<file path="src/rtl/mem_access_stage.sv">
// MEM stage of the 5-stage RV32I pipeline: drives a req/ack data bus for loads
// and stores, stalls upstream while a bus access is pending, and owns MEM/WB.
module mem_access_stage (
  input  logic        clk_i,
  input  logic        rst_i,
  input  logic [31:0] pc_four_i,
  input  logic [31:0] alu_data_i,
  input  logic [31:0] rs2_data_i,
  input  logic [3:0]  ld_op_i,
  input  logic        jump_i,
  input  logic        mem_wren_i,
  input  logic        is_load_i,
  input  logic [4:0]  rd_addr_i,
  input  logic        rd_wren_i,
  output logic        dbus_req_o,
  output logic        dbus_we_o,
  output logic [31:0] dbus_addr_o,
  output logic [3:0]  dbus_be_o,
  output logic [31:0] dbus_wdata_o,
  input  logic [31:0] dbus_rdata_i,
  input  logic        dbus_ack_i,
  output logic        stall_o,
  output logic [31:0] wb_data_o,
  output logic [4:0]  rd_addr_o,
  output logic        rd_wren_o,
  output logic        misaligned_o
);

  typedef enum logic {S_IDLE, S_BUSY} state_t;

  state_t      r_state;
  state_t      w_state_next;
  logic        w_access;
  logic        w_is_byte;
  logic        w_is_half;
  logic        w_is_signed;
  logic        w_misaligned;
  logic        w_start;
  logic [1:0]  w_off;
  logic [3:0]  w_be;
  logic [31:0] w_wdata;
  logic [7:0]  w_lane_b;
  logic [15:0] w_lane_h;
  logic [31:0] w_load_data;
  logic [31:0] w_wb_next;

  assign w_access    = is_load_i | mem_wren_i;
  assign w_off       = alu_data_i[1:0];
  assign w_is_byte   = (ld_op_i == 4'b0000) || (ld_op_i == 4'b0100);
  assign w_is_half   = (ld_op_i == 4'b0001) || (ld_op_i == 4'b0101);
  assign w_is_signed = (ld_op_i == 4'b0000) || (ld_op_i == 4'b0001);

  // Anything that is neither byte nor half is a word access.
  assign w_misaligned = w_access &
                        ((w_is_half & w_off[0]) |
                         (!w_is_byte & !w_is_half & (w_off != 2'b00)));

  assign w_start = (r_state == S_IDLE) & w_access & !w_misaligned;
  assign stall_o = rst_i & (w_start | ((r_state == S_BUSY) & !dbus_ack_i));

  always_comb begin
    w_state_next = r_state;
    case (r_state)
      S_IDLE: if (w_start) w_state_next = S_BUSY;
      S_BUSY: if (dbus_ack_i) w_state_next = S_IDLE;
      default: w_state_next = S_IDLE;
    endcase
  end

  always_comb begin
    w_be    = 4'b1111;
    w_wdata = rs2_data_i;
    if (mem_wren_i) begin
      if (w_is_byte) begin
        w_be    = 4'b0001 << w_off;
        w_wdata = {4{rs2_data_i[7:0]}};
      end else if (w_is_half) begin
        w_be    = 4'b0011 << {w_off[1], 1'b0};
        w_wdata = {2{rs2_data_i[15:0]}};
      end
    end
  end

  always_comb begin
    case (w_off)
      2'd0:    w_lane_b = dbus_rdata_i[7:0];
      2'd1:    w_lane_b = dbus_rdata_i[15:8];
      2'd2:    w_lane_b = dbus_rdata_i[23:16];
      default: w_lane_b = dbus_rdata_i[31:24];
    endcase
    w_lane_h = w_off[1] ? dbus_rdata_i[31:16] : dbus_rdata_i[15:0];
    if (w_is_byte)
      w_load_data = {{24{w_is_signed & w_lane_b[7]}}, w_lane_b};
    else if (w_is_half)
      w_load_data = {{16{w_is_signed & w_lane_h[15]}}, w_lane_h};
    else
      w_load_data = dbus_rdata_i;
  end

  assign w_wb_next = is_load_i ? w_load_data : (jump_i ? pc_four_i : alu_data_i);

  always_ff @(posedge clk_i) begin
    if (!rst_i) r_state <= S_IDLE;
    else        r_state <= w_state_next;
  end

  // Bus outputs are only loaded on request start, so they stay put until ack.
  always_ff @(posedge clk_i) begin
    if (!rst_i) begin
      dbus_req_o   <= 1'b0;
      dbus_we_o    <= 1'b0;
      dbus_addr_o  <= 32'd0;
      dbus_be_o    <= 4'd0;
      dbus_wdata_o <= 32'd0;
    end else if (w_start) begin
      dbus_req_o   <= 1'b1;
      dbus_we_o    <= mem_wren_i;
      dbus_addr_o  <= {alu_data_i[31:2], 2'b00};
      dbus_be_o    <= w_be;
      dbus_wdata_o <= w_wdata;
    end else if ((r_state == S_BUSY) && dbus_ack_i) begin
      dbus_req_o   <= 1'b0;
    end
  end

  always_ff @(posedge clk_i) begin
    if (!rst_i) begin
      wb_data_o    <= 32'd0;
      rd_addr_o    <= 5'd0;
      rd_wren_o    <= 1'b0;
      misaligned_o <= 1'b0;
    end else if (!stall_o) begin
      wb_data_o    <= w_wb_next;
      rd_addr_o    <= rd_addr_i;
      rd_wren_o    <= rd_wren_i & !w_misaligned;
      misaligned_o <= w_misaligned;
    end else begin
      rd_wren_o    <= 1'b0;
      misaligned_o <= 1'b0;
    end
  end

endmodule
</file>
<file path="config.mk">
export PLATFORM = sky130hd
export DESIGN_NAME = mem_access_stage
export DESIGN_NICKNAME = d
export VERILOG_FILES = /design/src/rtl/mem_access_stage.sv
export SDC_FILE = /design/constraint.sdc
export NUM_CORES = 1
export LEC_CHECK = 0
export ABC_AREA = 1
export BUFFER_PORTS_ARGS = -buffer_cell sky130_fd_sc_hd__buf_2
export CORE_ASPECT_RATIO = 0.5
export CORE_MARGIN = 4
export CORE_UTILIZATION = 25
export DETAILED_ROUTE_END_ITERATION = 10
export GPL_ROUTABILITY_DRIVEN = 0
export GPL_TIMING_DRIVEN = 0
export HOLD_SLACK_MARGIN = 0.03
export SYNTH_ARGS = -nofsm -noshare
export SYNTH_HDL_FRONTEND = slang
export SYNTH_SLANG_ARGS = --single-unit
export TNS_END_PERCENT = 20
</file>
<file path="constraint.sdc">
create_clock -name clk_i -period 1.1 [get_ports clk_i]
set_input_delay 0.055 -clock clk_i [delete_from_list [all_inputs] [get_ports clk_i]]
set_output_delay 0.055 -clock clk_i [all_outputs]
set_load 0.02 [all_outputs]
</file>
==> results.py <==
metrics = {
    "status": {
        "outcome": "complete, but fails checks",
        "failed_checks": "negative setup slack",
    },
    "route": {
        "antenna_left": 0,
        "dr_total_vias": 7091,
        "vias_per_cell": 4.65,
        "first_pass_iters": 7,
        "drc": 0,
        "routed_wl_um": 24900,
        "wire_per_inst_um": 16.3,
        "drt_iter0_drc": 485,
    },
    "timing": {
        "max_freq_mhz": 723,
        "skew_ns": 0.00823,
        "relSlewSlack_pct": 58.9,
        "fin_ws_ns": -0.283,
        "rsz0062_at_grt": "yes",
        "finalHoldViolations": 0,
        "period_share_pct": 126,
        "slew_violations": 0,
        "setup_viol": 107,
        "worst-slew-pin-transition_ns": 0.617,
        "timing.hold.ws_ns": 0.0479,
        "fin_crit_ns": 1.38,
    },
    "yosys": {
        "avgSynthCellArea_um2": 6.30,
        "ys_seq_elements": 108,
        "synth_area_leaders": "dfxtp_1 38%, nand2_1 24%, a21oi_1 9.0%",
        "syn_area_um2": 5640,
        "synth.largest_area_cell": "dfxtp_1",
        "yosysTopAreaCellShare_pct": 38.3,
        "yosysSeqAreaShare_pct": 38.3,
        "ys_warn_count": 0,
        "syn_inst": 896,
        "ys_types": 28,
    },
    "grt": {
        "grt_pass1_wl_um": 37400,
        "antenna_found_initial": 2,
        "track_usage_pct": 19.3,
        "grt_max_degree": 20,
        "grt-ovfl-total": 0,
        "grt_pass1_vias": 6733,
    },
    "cts": {
        "cts_root_buf": "clkbuf_16",
        "clk_pin_slew_ns": 0.08,
        "tritoncts": "done",
        "clk_path_buf_depth": 2,
        "cts_sinks": 108,
        "insertion_delay_ns": 0.37,
        "h-tree-depth": 3,
        "cts_buffers": 9,
    },
    "min_path": {
        "hp-class": "in2reg",
    },
    "die": {
        "die_area_um2": 25200,
        "io-pin-count": 254,
        "die-height_um": 114,
        "die_x_um": 220,
        "num_rows": 38,
        "core_um2": 21900,
        "initial_core_util_pct": 25.8,
    },
    "placed_design": {
        "pre_cts_ws_ns": -0.567,
        "port_buffers": 250,
        "dpl.hpwl_um": 19300,
    },
    "critical_path": {
        "path_class": "reg2out",
        "cp-end-kind": "primary output",
        "crit_path_start_kind": "flip-flop",
        "worstPathRequired_ns": 1.04,
        "critPathArrivalTime_ns": 1.33,
        "cp_max_fo": 5,
    },
    "power": {
        "leakagePower_nw": 4.27,
        "irDropWorstVdd_mv": 0.685,
        "cellPowerDensity_nw_per_um2": 1290,
    },
    "layout": {
        "nets": 1363,
        "layout-drive-gt1-share_pct": 28.0,
        "syn_to_final_growth_pct": 48.6,
    },
    "run": {
        "max_cap_violations": 0,
    },
}
[layout by cell type (no fill, tap or decap), types with 11 or more instances in the layout]
cell / count
nand2_1: 354
buf_2: 259
dfxtp_1: 107
a21oi_1: 88
nand3_1: 75
inv_1: 56
o21ai_0: 56
dlygate4sd3_1: 55
nor2_1: 41
clkbuf_1: 20
buf_4: 16
a21oi_2: 12
o21ai_1: 11
[report_power, final]
| group | internal [mW] | switching, mW |
|---|---|---|
| clock | 1.80 | 1.68 |
| combinational | 1.13 | 1.79 |
| sequential | 4.24 | 0.173 |
| total | 7.17 | 3.64 |
[cell type report]
| class | count | area, um^2 |
|---|---|---|
| Sequential cell | 108 | 2160 |
| Antenna cell | 2 | 5.00 |
| Multi-Input combinational cell | 665 | 3000 |
| Timing Repair Buffer | 312 | 1890 |
| Tap cell | 300 | 375 |
| Buffer | 58 | 398 |
| Clock inverter | 7 | 81.3 |
| Clock buffer | 9 | 225 |
| Inverter | 65 | 246 |
| Fill cell | 2325 | 13500 |
[per-stage QoR]
step                cells  total power, mW  utilization, %  setup TNS [ns]  area [um^2]
global route         1526             11.3            38.3          -25.76         8390
detailed placement   1447             7.09            33.2          -39.11         7280
floorplan             897             5.99               -               0         5660
CTS                  1524             10.9            38.1          -18.14         8350
global placement     1447             7.05            33.2          -37.68         7280
finish               1526             10.8            38.3          -18.16         8390
[cells in the mapped netlist, drive strengths merged]
library cell and instances:
a21oi 103, o21ai 67, or2 3, nor2 47, o211ai 6, nand4 2, clkinv 2, dfxtp 108
o211a 1, a21boi 1, buf 39, conb 1, nand2 356, clkbuf 20, inv 63, nand3 77
[flip-flops by register name (all words and copies together), names as in the netlist]
signal	cells
dbus_addr_o	30
dbus_be_o	4
dbus_req_o	1
dbus_wdata_o	32
dbus_we_o	1
misaligned_o	1
r_state	1
rd_addr_o	5
rd_wren_o	1
wb_data_o	32
[kinds of logic (layout without fill, tap and decap cells)]
logic type | count (synthesis) | after routing | share of synthesized area [%]
compound gates | 178 | 178 | 16.2
buf+inv | 124 | 451 | 10.2
other cells | 1 | 4 | 0.0664
flops | 108 | 108 | 38.3
simple gates | 485 | 485 | 35.2
[worst paths after layout]
kind                  start               end  slack [ns]  depth (start not counted)
max reg2reg         r_state      wb_data_o[5]       -0.26                          8
max                 r_state           stall_o       -0.28                          5
min          rs2_data_i[20]  dbus_wdata_o[20]        0.05                          5
min reg2reg   wb_data_o[23]     wb_data_o[23]        0.45                          2
[critical path: stages (launching register included)]
cell	delay, ns
dfxtp_2	0.33
inv_2	0.07
nand4_4	0.12
a21oi_4	0.17
buf_6	0.13
buf_6	0.11
[what timing repair did]
item                                   4_1_cts  5_1_grt
setup endpoints to repair                  109      107
hold buffers                                55        0
resized for setup                           39        9
gates cloned                                 2        0
buffers inserted                             5        0
endpoints found under the hold margin       59        0
pin swaps                                    2        0
[metal layers]
metal / vias up / global-route usage, % / share of wire, %
met3: 57 / 4.16 / 5.0
met5: - / 0 / 0
li1: 3505 / - / -
met2: 239 / 33.4 / 49
met1: 3290 / 24.1 / 43
met4: 0 / 6.23 / 2.8
(Power assumes the default switching activity.)
